[src/rtl/alu_seq_pkg.sv]
// Shared types and constants for the ALU op sequencer and its funct decoder.
package alu_seq_pkg;

  localparam int unsigned FUNCT_W     = 7;
  localparam int unsigned BASE_CTRL_W = 3;

  // Instruction type field, funct[6:5]
  typedef enum logic [1:0] {
    TYPE_R = 2'b00,
    TYPE_I = 2'b01,
    TYPE_J = 2'b10,
    TYPE_S = 2'b11
  } funct_type_e;

  // Request funct split into type and code
  typedef struct packed {
    funct_type_e ftype;
    logic [4:0]  code;
  } funct_t;

  // Native ALU control encodings, zero-extended to CTRL_W at the use site
  localparam logic [BASE_CTRL_W-1:0] CTRL_AND = 3'b000;
  localparam logic [BASE_CTRL_W-1:0] CTRL_ADD = 3'b001;
  localparam logic [BASE_CTRL_W-1:0] CTRL_SUB = 3'b010;
  localparam logic [BASE_CTRL_W-1:0] CTRL_CMP = 3'b011;
  localparam logic [BASE_CTRL_W-1:0] CTRL_SL  = 3'b100;
  localparam logic [BASE_CTRL_W-1:0] CTRL_SR  = 3'b101;

  typedef enum logic [1:0] {
    ST_IDLE  = 2'b00,
    ST_ISSUE = 2'b01,
    ST_SHIFT = 2'b10
  } seq_state_e;

endpackage

[src/rtl/alu_op_sequencer_if.sv]
// Request handshake from decode plus the per-cycle ALU control bundle.
interface alu_op_sequencer_if #(
  parameter int unsigned CTRL_W  = 3,
  parameter int unsigned SHAMT_W = 5
);
  logic               in_valid;
  logic               in_ready;
  logic [6:0]         funct;
  logic [SHAMT_W-1:0] shamt;
  logic [CTRL_W-1:0]  alu_ctrl;
  logic               alu_en;
  logic               fb_sel;
  logic               bypass;
  logic               illegal;
  logic               op_done;
  logic               busy;

  // Decode-stage side
  modport master (
    output in_valid, funct, shamt,
    input  in_ready, alu_ctrl, alu_en, fb_sel, bypass, illegal, op_done, busy
  );

  // Sequencer side
  modport slave (
    input  in_valid, funct, shamt,
    output in_ready, alu_ctrl, alu_en, fb_sel, bypass, illegal, op_done, busy
  );
endinterface

[src/rtl/alu_funct_decode.sv]
// Combinational funct decoder: ALU control, shift/write classification, illegal flag.
module alu_funct_decode
  import alu_seq_pkg::*;
#(
  parameter int unsigned CTRL_W = 3
) (
  input  logic [FUNCT_W-1:0] funct,
  output logic [CTRL_W-1:0]  ctrl,
  output logic               is_shift,
  output logic               writes_alu,
  output logic               illegal
);

  funct_t                 f;
  logic [BASE_CTRL_W-1:0] base_ctrl;

  assign f    = funct_t'(funct);
  assign ctrl = CTRL_W'(base_ctrl);

  // Decode table; unlisted codes fall through to illegal with ctrl=AND(000)
  always_comb begin
    base_ctrl  = CTRL_AND;
    is_shift   = 1'b0;
    writes_alu = 1'b0;
    illegal    = 1'b0;
    case (f.ftype)
      TYPE_R: begin
        writes_alu = 1'b1;
        case (f.code)
          5'd0:    base_ctrl = CTRL_AND;
          5'd1:    base_ctrl = CTRL_ADD;
          5'd2:    base_ctrl = CTRL_SUB;
          5'd3:    base_ctrl = CTRL_CMP;
          default: begin illegal = 1'b1; writes_alu = 1'b0; end
        endcase
      end
      TYPE_I: begin
        writes_alu = 1'b1;
        case (f.code)
          5'd0:    base_ctrl = CTRL_AND;
          5'd1:    base_ctrl = CTRL_ADD;
          5'd2:    base_ctrl = CTRL_ADD;
          5'd3:    base_ctrl = CTRL_ADD;
          5'd4:    base_ctrl = CTRL_CMP;
          default: begin illegal = 1'b1; writes_alu = 1'b0; end
        endcase
      end
      TYPE_J: begin
        // Jumps drive ctrl but never write an ALU result
        case (f.code)
          5'd0:    base_ctrl = CTRL_AND;
          5'd1:    base_ctrl = CTRL_ADD;
          default: illegal = 1'b1;
        endcase
      end
      TYPE_S: begin
        writes_alu = 1'b1;
        is_shift   = 1'b1;
        case (f.code)
          5'd0:    base_ctrl = CTRL_SL;
          5'd1:    base_ctrl = CTRL_SR;
          default: begin illegal = 1'b1; writes_alu = 1'b0; is_shift = 1'b0; end
        endcase
      end
      default: illegal = 1'b1;
    endcase
  end

endmodule

[src/rtl/alu_op_sequencer.sv]
// Registered multi-cycle ALU control sequencer.
// Shifts are serialised into 1-bit ALU steps with result feedback unless
// ALU_SEQ_BARREL_EN is defined, in which case every shift issues in one cycle.
module alu_op_sequencer
  import alu_seq_pkg::*;
#(
  parameter int unsigned CTRL_W  = 3,
  parameter int unsigned SHAMT_W = 5
) (
  input  logic                clk,
  input  logic                rst_n,
  input  logic                flush,
  alu_op_sequencer_if.slave   bus
);

  logic [CTRL_W-1:0] dec_ctrl;
  logic              dec_is_shift;
  logic              dec_writes_alu;
  logic              dec_illegal;

  seq_state_e        state_q, state_d;
  logic [CTRL_W-1:0] ctrl_q, ctrl_d;
  logic              en_q, en_d;
  logic              fb_q, fb_d;
  logic              byp_q, byp_d;
  logic              ill_q, ill_d;
  logic              done_q, done_d;
  logic              busy_q, busy_d;
  logic              rdy_q, rdy_d;
  logic              accept_c;
  logic              zero_shamt_c;
`ifndef ALU_SEQ_BARREL_EN
  logic [SHAMT_W-1:0] cnt_q, cnt_d;
`endif

  alu_funct_decode #(.CTRL_W(CTRL_W)) u_decode (
    .funct      (bus.funct),
    .ctrl       (dec_ctrl),
    .is_shift   (dec_is_shift),
    .writes_alu (dec_writes_alu),
    .illegal    (dec_illegal)
  );

  // flush masks readiness so a coincident request is dropped
  assign bus.in_ready = rdy_q && !flush;
  assign accept_c     = bus.in_valid && bus.in_ready;
  assign zero_shamt_c = (bus.shamt == '0);

  assign bus.alu_ctrl = ctrl_q;
  assign bus.alu_en   = en_q;
  assign bus.fb_sel   = fb_q;
  assign bus.bypass   = byp_q;
  assign bus.illegal  = ill_q;
  assign bus.op_done  = done_q;
  assign bus.busy     = busy_q;

  // Next state and next registered outputs
  always_comb begin
    state_d = ST_IDLE;
    ctrl_d  = '0;
    en_d    = 1'b0;
    fb_d    = 1'b0;
    byp_d   = 1'b0;
    ill_d   = 1'b0;
    done_d  = 1'b0;
`ifndef ALU_SEQ_BARREL_EN
    cnt_d   = cnt_q;
`endif
    if (flush) begin
      state_d = ST_IDLE;
`ifndef ALU_SEQ_BARREL_EN
      cnt_d   = '0;
`endif
    end else if (accept_c) begin
      if (dec_illegal) begin
        state_d = ST_ISSUE;
        ill_d   = 1'b1;
        done_d  = 1'b1;
`ifndef ALU_SEQ_BARREL_EN
      end else if (dec_is_shift && (bus.shamt > SHAMT_W'(1))) begin
        // First serial step operates on the register-file operand
        state_d = ST_SHIFT;
        cnt_d   = bus.shamt;
        ctrl_d  = dec_ctrl;
        en_d    = 1'b1;
`endif
      end else begin
        state_d = ST_ISSUE;
        ctrl_d  = dec_ctrl;
        byp_d   = dec_is_shift && zero_shamt_c;
        en_d    = dec_writes_alu && !(dec_is_shift && zero_shamt_c);
        done_d  = 1'b1;
      end
`ifndef ALU_SEQ_BARREL_EN
    end else if ((state_q == ST_SHIFT) && !done_q) begin
      // Later steps feed back the previous ALU result; last step at count 1
      state_d = ST_SHIFT;
      cnt_d   = cnt_q - SHAMT_W'(1);
      ctrl_d  = ctrl_q;
      en_d    = 1'b1;
      fb_d    = 1'b1;
      done_d  = (cnt_q == SHAMT_W'(2));
`endif
    end
    busy_d = (state_d != ST_IDLE);
    rdy_d  = (state_d == ST_IDLE) || done_d;
  end

  // State and output registers
  always_ff @(posedge clk or negedge rst_n) begin
    if (!rst_n) begin
      state_q <= ST_IDLE;
      ctrl_q  <= '0;
      en_q    <= 1'b0;
      fb_q    <= 1'b0;
      byp_q   <= 1'b0;
      ill_q   <= 1'b0;
      done_q  <= 1'b0;
      busy_q  <= 1'b0;
      rdy_q   <= 1'b1;
`ifndef ALU_SEQ_BARREL_EN
      cnt_q   <= '0;
`endif
    end else begin
      state_q <= state_d;
      ctrl_q  <= ctrl_d;
      en_q    <= en_d;
      fb_q    <= fb_d;
      byp_q   <= byp_d;
      ill_q   <= ill_d;
      done_q  <= done_d;
      busy_q  <= busy_d;
      rdy_q   <= rdy_d;
`ifndef ALU_SEQ_BARREL_EN
      cnt_q   <= cnt_d;
`endif
    end
  end

endmodule

[src/flat_wrapper.sv]
// flat-port wrapper written by rule: the top's interface ports become plain ports
module alu_op_sequencer_flat import alu_seq_pkg::*;
#(
  parameter int unsigned CTRL_W  = 3,
  parameter int unsigned SHAMT_W = 5
)
  (clk, rst_n, flush, bus_in_valid, bus_funct, bus_shamt, bus_in_ready, bus_alu_ctrl, bus_alu_en, bus_fb_sel, bus_bypass, bus_illegal, bus_op_done, bus_busy);
  alu_op_sequencer_if #(.CTRL_W(CTRL_W), .SHAMT_W(SHAMT_W)) bus_i ();
  input  logic clk;
  input  logic rst_n;
  input  logic flush;
  input wire logic [$bits(bus_i.in_valid)-1:0] bus_in_valid;
  input wire logic [$bits(bus_i.funct)-1:0] bus_funct;
  input wire logic [$bits(bus_i.shamt)-1:0] bus_shamt;
  output wire logic [$bits(bus_i.in_ready)-1:0] bus_in_ready;
  output wire logic [$bits(bus_i.alu_ctrl)-1:0] bus_alu_ctrl;
  output wire logic [$bits(bus_i.alu_en)-1:0] bus_alu_en;
  output wire logic [$bits(bus_i.fb_sel)-1:0] bus_fb_sel;
  output wire logic [$bits(bus_i.bypass)-1:0] bus_bypass;
  output wire logic [$bits(bus_i.illegal)-1:0] bus_illegal;
  output wire logic [$bits(bus_i.op_done)-1:0] bus_op_done;
  output wire logic [$bits(bus_i.busy)-1:0] bus_busy;
  assign bus_i.in_valid = bus_in_valid;
  assign bus_i.funct = bus_funct;
  assign bus_i.shamt = bus_shamt;
  assign bus_in_ready = bus_i.in_ready;
  assign bus_alu_ctrl = bus_i.alu_ctrl;
  assign bus_alu_en = bus_i.alu_en;
  assign bus_fb_sel = bus_i.fb_sel;
  assign bus_bypass = bus_i.bypass;
  assign bus_illegal = bus_i.illegal;
  assign bus_op_done = bus_i.op_done;
  assign bus_busy = bus_i.busy;
  alu_op_sequencer #(.CTRL_W(CTRL_W), .SHAMT_W(SHAMT_W)) u_core (.clk(clk), .rst_n(rst_n), .flush(flush), .bus(bus_i));
endmodule
[config.mk]
export PLATFORM = sky130hd
export DESIGN_NAME = alu_op_sequencer_flat
export DESIGN_NICKNAME = d
export VERILOG_FILES = /design/src/rtl/alu_seq_pkg.sv /design/src/rtl/alu_op_sequencer_if.sv /design/src/rtl/alu_funct_decode.sv /design/src/rtl/alu_op_sequencer.sv /design/src/flat_wrapper.sv
export SDC_FILE = /design/constraint.sdc
export NUM_CORES = 1
export LEC_CHECK = 0
export CORE_MARGIN = 3
export CORE_UTILIZATION = 40
export CTS_BUF_LIST = sky130_fd_sc_hd__clkbuf_16
export DETAILED_ROUTE_END_ITERATION = 7
export GPL_ROUTABILITY_DRIVEN = 0
export PLACE_DENSITY_LB_ADDON = 0.12
export SKIP_LAST_GASP = 1
export SYNTH_ARGS = -nofsm -noshare
export SYNTH_HDL_FRONTEND = slang
export SYNTH_SLANG_ARGS = --single-unit
[constraint.sdc]
create_clock -name clk -period 1.4 [get_ports clk]
set_input_delay 0.21 -clock clk [delete_from_list [all_inputs] [get_ports clk]]
set_output_delay 0.21 -clock clk [all_outputs]
set_load 0.03 [all_outputs]
**After elaboration in Yosys (flattened, before gate mapping)**

Cells that the tools add are included.

- Bitwise gates (word level): 0
- Add/sub/neg operators: 1
- Equality and inequality tests: 12
- Div/mod/pow operators: 0
- $lt $le $gt $ge: 1
- Reductions and logical operators: 22
- Shift-type cells: 0
- Multiply operators: 0
- Muxes and demuxes: 47

Operators with widths:

| operator | count |
|---|---|
| two-way mux 1 bit | 27 |
| two-way mux 5 bit | 5 |
| equality test 5 x 2 -> 1 bit (second input constant) | 3 |
| two-way mux 3 bit | 4 |
| one-hot mux 3 bit (4 select lines) | 1 |
| zero test 5 bit | 2 |
| two-way mux 2 bit | 5 |
| equality test 2 bit (second input constant) | 3 |
| logical AND 1 bit | 6 |
| inequality test 3 bit (second input constant) | 2 |
| one-hot mux 1 bit (3 select lines) | 2 |
| one-hot mux 2 bit (3 select lines) | 1 |
| one-hot mux 3 bit (2 select lines) | 1 |
| equality test 5 x 1 -> 1 bit (second input constant) | 1 |
| equality test 5 x 3 -> 1 bit (second input constant) | 1 |
| greater-than comparator 5 x 1 -> 1 bit (second input constant) | 1 |
| OR reduction 5 bit | 1 |
| subtractor 5 x 1 -> 5 bit (second input constant) | 1 |
| zero test 2 bit | 2 |
| one-hot mux 2 bit (2 select lines) | 1 |
| OR reduction 2 bit | 2 |
| OR reduction 4 bit | 1 |
| zero test 1 bit | 3 |
| inequality test 3 x 2 -> 1 bit (second input constant) | 1 |
| 6 further kinds | 6 |

- Logic and storage cells: 93
- Input bits: 16
- Bits in writable memories: 0
- Memories kept: 0
- Output and inout port bits: 10
- Latch bits: 0
- Register bits after elaboration: 17
- Bits in read-only memories: 0

**Depth between registers and ports, before layout**

Gate-level depths: netlist of run 1.

- Word-level depth: 11
- Depth in mapped cells: 7
- Gate-level depth less buffers: 6

**Hierarchy**

Synthesis of run 1 repeated with hierarchy kept, for this count alone.

- Cell total of the unflattened synthesis: 92
- Area total of the unflattened synthesis: 944.7 µm²

By module, submodules not included:

| module | seq. area each (µm²) | times used | cells each | area an instance (µm²) |
|---|---|---|---|---|
| alu_op_sequencer | 426.7 | 1 | 73 | 820.8 |
| alu_funct_decode | 0.0 | 1 | 19 | 123.9 |

**Worst setup path after synthesis of run 1**

Ideal clock, no wire load.

- Path type: register -> register
- Start point: register u_core.done_q, in the netlist u_core.bus.op_done
- End point: register u_core.cnt_q[2]
- Setup slack: -0.072 ns
- Library setup time: 0.083 ns
- Required time: 1.317 ns
- Buffers on the path: 0
- Arrival: 1.390 ns
- Period minus slack after synthesis: 1.472 ns
- Cell stages (with the launch flop): 5
- Cells stage by stage: dfrtp_1 nor3b_2 and2b_1 o21ba_2 o21ai_0

- Cells in the longest elaborated chain, start to end: 4

Ends and longest elaborated chain:

| what | line | source |
|---|---|---|
| start, declared | alu_op_sequencer.sv:27 | `logic done_q, done_d;` |
| start signal, assigned | alu_op_sequencer.sv:131 | `done_q <= done_d;` |
| zero test 1 bit | alu_op_sequencer.sv:95 | `end else if ((state_q == ST_SHIFT) && !done_q) begin` |
| logical AND 1 bit | alu_op_sequencer.sv:95 |  |
| nonzero test 3 bit (no source line) | n/a |  |
| AND reduction 3 bit (no source line) | n/a |  |
| end signal, assigned | alu_op_sequencer.sv:135 | `cnt_q <= cnt_d;` |
| end, declared | alu_op_sequencer.sv:33 | `logic [SHAMT_W-1:0] cnt_q, cnt_d;` |

Every way passes these cells.
A chain may end at the register's enable or synchronous reset.

**Worst setup path in the final report of run 1**

- Start point: register u_core.rdy_q
- End point: register u_core.cnt_q[4]

- Cells in the longest elaborated chain, start to end: 4
- Elaborated cells on any way between the ends: 8
- Classes of those cells: eq/ne (2); mux (2); reduce/logical (4)

Ends and longest elaborated chain:

| what | line | source |
|---|---|---|
| start, declared | alu_op_sequencer.sv:29 | `logic rdy_q, rdy_d;` |
| start signal, assigned | alu_op_sequencer.sv:133 | `rdy_q <= rdy_d;` |
| logical AND 1 bit (*) | alu_op_sequencer.sv:45 | `assign bus.in_ready = rdy_q && !flush;` |
| logical AND 1 bit (*) | alu_op_sequencer.sv:46 | `assign accept_c = bus.in_valid && bus.in_ready;` |
| inequality test 3 bit (no source line) (tied with other cells) | n/a |  |
| AND reduction 3 bit (no source line) / two-way mux 5 bit (equally long branches) | n/a |  |

Mark *: on every way between the ends. The rest lies on a longest branch, timed or not.

==> flow_summary.toml, run 1 <==
[route]
drt_first_pass_iters = 4
vias_per_cell = 5.257
wl_per_cell_um = 13.40
drc = 0
via_count = 899
ant_nets = 0
drtIter0Drc = 18
wl_mm = 2.291

[logic_synthesis]
synth_flop_cell = "dfrtp_1"
synth_area_leaders = "dfrtp_1, a21oi_1, o21ai_0"
synth_edf_count = 0
async_reset_ff_share_pct = 100.0
yosysSeqAreaShare_pct = 46.71
syn-mean-instance-area_um2 = 9.717
yosysTopAreaCell = "dfrtp_1"
yosysWarnings = 0
synth-seq-cells = 17
ys_types = 40
netlist.area_leader.share_pct = 43.84
synth_area_um2 = 913.4
synth_cells = 94
syn_nets = 112

[clocking]
cts_tree = "done"
cts_max_path_buffers = 2
htreeDepth = 1
cts_sinks = 17
cts-hold-fix-buffers = 0
cts_inserted_buffers = 3
clkLatencyLatePin_ps = 240
ctsRootBufferMaster = "clkbuf_16"
clk_pin_slew_ps = 50

[final_layout]
num-nets-final = 163
antenna_cells = 0
top_register = "u_core.cnt_q"
multi_input_area_um2 = 496.7
area_growth_pct = 60.96
drive_gt1_share_pct = 30.56
largest_reg_flops = 5
regArea_um2 = 427.9
fill_cells = 168

[floorplan]
die_area_mm2 = 0.002893
start_util_pct = 44.30
pin_count = 26
die_h_um = 53.79
num_rows = 16
core_area_mm2 = 0.002062
die_w_um = 53.79

[setup_path]
worstPathArrival_ps = 1500
worstSetupEndpointType = "register"
regToRegSetupSlack_ps = 20
cp-endpoint = "u_core.cnt_q[4]"
crit_chain = "buf_4, nand3b_1, and3_4, a21oi_2, o21ai_1"
rr_endpoint = "u_core.cnt_q[4]"
cp_max_fo = 5
cpPeakStageDelay_ps = 530
timing_worst_setup_path_type = "register to register"
crit_path_start = "u_core.rdy_q"
crit_path_start_kind = "register"
rr_startpoint = "u_core.rdy_q"
crit_required_ps = 1530
reg2reg_depth = 5
cp_slowest_cell = "dfstp_2"

[global_routing]
antenna_found_initial = 0
grt_pass1_vias = 856
grt_max_degree = 18
overflow = 0
grt_pass1_wl_mm = 3.657
track_usage_pct = 17.64

[power_and_ir_drop]
power_uw = 1354
ir_worst_vdd_uv = 551.4
p_leak_uw = 0.0007369
p_per_area_mw_per_mm2 = 920.9

[sta]
rsz0062_at_grt = "true"
max_freq_mhz = 725.9
fin_skew_ps = 3.782
maxSlewHeadroom_pct = 79.83
period_minus_slack_ps = 1378
max_slew.worst_pin.slew_ps = 303.7
finalCritPeriodShare_pct = 98.39
tns_ps = 0
hold_viol = 0
drv_slew = 0
setup_viol = 0

[hold_path]
hold_class = "primary input to asynchronous set/reset pin"

[flow_run]
maxCapViolations = 0

[outcome]
outcome = "finished, final reports clean"

[place]
dp_hpwl_mm = 1.680
port_buffers = 25
[layer usage]
layer	share of wire (%)	routed length (µm)	global-route usage, %	vias to the layer above
met1	47	1068	23.88	414
met3	5.6	129	2.216	8
met4	2.0	46	9.362	0
li1	-	-	-	446
met2	46	1046	27.22	31
met5	0	0	0	-
[critical path: cells and delay by family (launching register included)]
kind	cells	cell delay [ps]
buffers and inverters	1	100
DFF	1	530
and+or+nand+nor	2	450
AOI/OAI and AO/OA	2	160
[worst min-delay path by stage]
stage / startpoint / endpoint / slack, ps / cells past startpoint
floorplan: rst_n / u_core.bus.alu_ctrl[0] / -90 / 0
global placement: u_core.bus.alu_ctrl[1] / u_core.bus.alu_ctrl[1] / 460 / 2
detailed placement: u_core.bus.alu_ctrl[1] / u_core.bus.alu_ctrl[1] / 470 / 2
CTS: rst_n / u_core.bus.fb_sel / 310 / 2
global route: rst_n / u_core.bus.alu_ctrl[0] / 330 / 2
finish: rst_n / u_core.bus.alu_ctrl[1] / 300 / 2
[what timing repair did]
item / in CTS / in global routing
setup endpoints to repair: 20 / 11
cloned: 0 / 0
pin swaps: 6 / 8
gates resized for setup: 20 / 14
setup buffers: 3 / 1
[placed cells by master (no fill, tap or decap), types with 5 or more instances in the layout]
cell type | synthesis | routed
a21oi_1 | 12 | 9
buf_4 | 0 | 24
clkdlybuf4s50_1 | 0 | 5
dfrtp_1 | 16 | 15
dlygate4sd2_1 | 0 | 16
inv_1 | 5 | 6
nand2_1 | 7 | 7
o21ai_1 | 1 | 7
[power breakdown]
group,switching (µW),internal [µW]
clock,179,379
sequential,15.3,510
combinational,134,138
total,327,1030
[logic make-up (layout without fill, tap and decap cells)]
kind of cell	count (synthesis)	after routing	share of synthesized area, %
AO/OA/AOI/OAI	33	33	21.92
AND/OR/NAND/NOR	32	32	22.47
adder cells (fa/ha/maj)	2	2	2.739
buffers and inverters	8	58	3.836
flip-flops	17	17	46.71
multiplexers	2	2	2.329
[synth_stat cells, types with 2 or more instances]
library cell,count
a21o_1,2
a21oi_1,12
buf_2,2
dfrtp_1,16
ha_1,2
inv_1,5
nand2_1,7
nor2_1,4
nor2b_1,2
nor3_1,3
o21ai_0,9
o31ai_1,2
[cell type report]
cell class,instances,area share (%)
inverters,6,1.702
flip-flops and latches,17,29.11
repair buffers,48,27.74
well taps,27,2.298
multi-input cells,69,33.79
clock inverters,1,0.2553
clock buffers,3,5.106
[stage by stage]
stage	cells	worst slack (ps)	util, %	hold slack (ps)	cell area, µm²
2_1_floorplan	94	3.372	-	-85.59	920.9
3_3_place_gp	163	-368.3	64.75	464.1	1335
3_5_place_dp	163	-384.1	64.75	467.3	1335
4_1_cts	170	-6.627	69.60	305.8	1435
5_1_grt	171	-25.76	71.30	326.7	1470
6_report	171	22.47	71.30	296.0	1470
Power figures use the tool's default switching activity.
==> run 2: changes to the inputs <==
- CORE_MARGIN: 3 -> 5
==> run 2 against run 1 <==
Hold slack improved by 7.2 ps. Highest routed layer unchanged. Critical path depth shrank 1. Critical path type unchanged. Register-to-register slack improved by 40 ps. Sequential share of layout area down 0.25 points. Clock skew fell by 2.9 ps. First-iteration DRC count is 67% higher. Maximum frequency rose by 2.9%.
==> flow_summary.toml, run 2 (synthesis gave the netlist of run 1 again) <==
[outcome]
outcome = "finished, final reports clean"

[route]
drc = 0
ant_nets = 0
wl_per_cell_um = 13.50
drtIter0Drc = 30
vias_per_cell = 5.168
wl_mm = 2.335
drt_first_pass_iters = 4
via_count = 894

[sta]
fin_ws_ps = 60.92
setup_viol = 0
drv_slew = 0
finalCritPeriodShare_pct = 95.65
period_minus_slack_ps = 1339
max_slew.worst_pin.slew_ps = 310.8
fin_skew_ps = 0.8613
rsz0062_at_grt = "true"
max_freq_mhz = 746.8
maxSlewHeadroom_pct = 79.36
hold_viol = 0

[power_and_ir_drop]
power.internal_uw = 1026
ir_worst_vdd_uv = 624.9
p_leak_uw = 0.0007568
combinationalPowerShare_pct = 20.3
p_per_area_mw_per_mm2 = 902.4
power.share.clock_pct = 40.5
pwr-share-seq_pct = 39.2
swShare_pct = 23.28
p_sw_uw = 311.5

[hold_path]
hold_class = "primary input to asynchronous set/reset pin"

[place]
place_ws_ps = -388.9
dp_hpwl_mm = 1.769
port_buffers = 25
placed_cells = 166

[clocking]
cts_tree = "done"
htreeDepth = 1
cts_sinks = 17
clkLatencyLatePin_ps = 240
cts_max_path_buffers = 2
clk_pin_slew_ps = 50
cts_inserted_buffers = 3
ctsRootBufferMaster = "clkbuf_16"

[floorplan]
pin_count = 26
start_util_pct = 41.69
die_w_um = 57.79
num_rows = 17
die_area_mm2 = 0.003339
core_area_mm2 = 0.002191
die_h_um = 57.79

[global_routing]
antenna_found_initial = 0
grt_pass1_vias = 847
grt_pass1_wl_mm = 3.843
overflow = 0
grt_max_degree = 18
track_usage_pct = 14.71

[setup_path]
rr_startpoint = "u_core.rdy_q"
crit_path_start_kind = "register"
regToRegSetupSlack_ps = 60
worstSetupEndpointType = "register"
crit_required_ps = 1520
timing_worst_setup_path_type = "register to register"
worstPathArrival_ps = 1460
rr_endpoint = "u_core.bus.alu_en"
cp_max_fo = 5
reg2reg_depth = 4

[final_layout]
area_growth_pct = 62.33
num-nets-final = 164
largest_reg_flops = 5
final_common_cell = "buf_4"
regArea_um2 = 427.9
top_register = "u_core.cnt_q"
antenna_cells = 0
fill_cells = 180
postLayoutCoreUtil_pct = 67.68
multi_input_area_um2 = 493.0
final_cell_mix = "buf_4, dlygate4sd2_1, dfrtp_1"
stdcell_count = 173
drive_gt1_share_pct = 29.66

[flow_run]
maxCapViolations = 0
-- run 2: layout make-up --
class	count	share of cell area [%]
Multi-Input combinational cell	69	33.25
Inverter	6	1.688
Clock buffer	3	5.063
Sequential cell	17	28.86
Timing Repair Buffer	49	28.52
Clock inverter	1	0.2532
Tap cell	28	2.363
-- run 2: timing repair --
action / CTS / global route
pin swaps: 8 / 6
buffers inserted: 2 / 1
hold buffers: 0 / 0
resized for setup: 30 / 5
setup endpoints to repair: 21 / 9
cloned: 0 / 0
-- run 2: how the worst max path moves through the flow --
stage / to / startpoint / slack (ps)
2_1_floorplan: u_core.cnt_q[2] / u_core.bus.op_done / 3
3_3_place_gp: u_core.cnt_q[1] / bus_shamt[3] / -360
3_5_place_dp: u_core.cnt_q[1] / bus_shamt[3] / -390
4_1_cts: u_core.cnt_q[1] / bus_shamt[4] / -20
5_1_grt: u_core.cnt_q[3] / u_core.rdy_q / -30
6_report: u_core.bus.alu_en / u_core.rdy_q / 60
-- run 2: critical path, cell delays in order (launching register included) --
cell and delay (ps):
dfstp_2 540, a21o_1 140, and2b_1 200, o21ba_4 260, o21ai_1 80
-- run 2: through the flow --
stage | area, µm² | power, µW | setup TNS, ps | hold slack [ps]
after floorplan | 920.9 | 654.6 | 0 | -85.59
final | 1483 | 1338 | 0 | 303.3
after detailed placement | 1351 | 792.1 | -4536 | 466.3
after global placement | 1351 | 788.2 | -4161 | 464.1
after CTS | 1461 | 1342 | -36.03 | 311.7
after global routing | 1483 | 1393 | -55.64 | 343.3
-- run 2: power groups by stage --
stage | registers, µW | clock network [µW] | logic (µW)
after floorplan | 539 | 0 | 115
after global placement | 531 | 0 | 257
after detailed placement | 531 | 0 | 261
after CTS | 523 | 551 | 268
after global routing | 525 | 570 | 298
final | 524 | 542 | 272
-- run 2: per-layer routing --
metal  wire length (µm)  track usage, %  part of all wire (%)  up-vias
met3                170           3.786                   7.3        2
met2               1119           22.10                    48       24
li1                   -               -                     -      451
met1               1033           20.39                    44      417
met5                  0               0                     0        -
met4                 12           5.298                  0.51        0
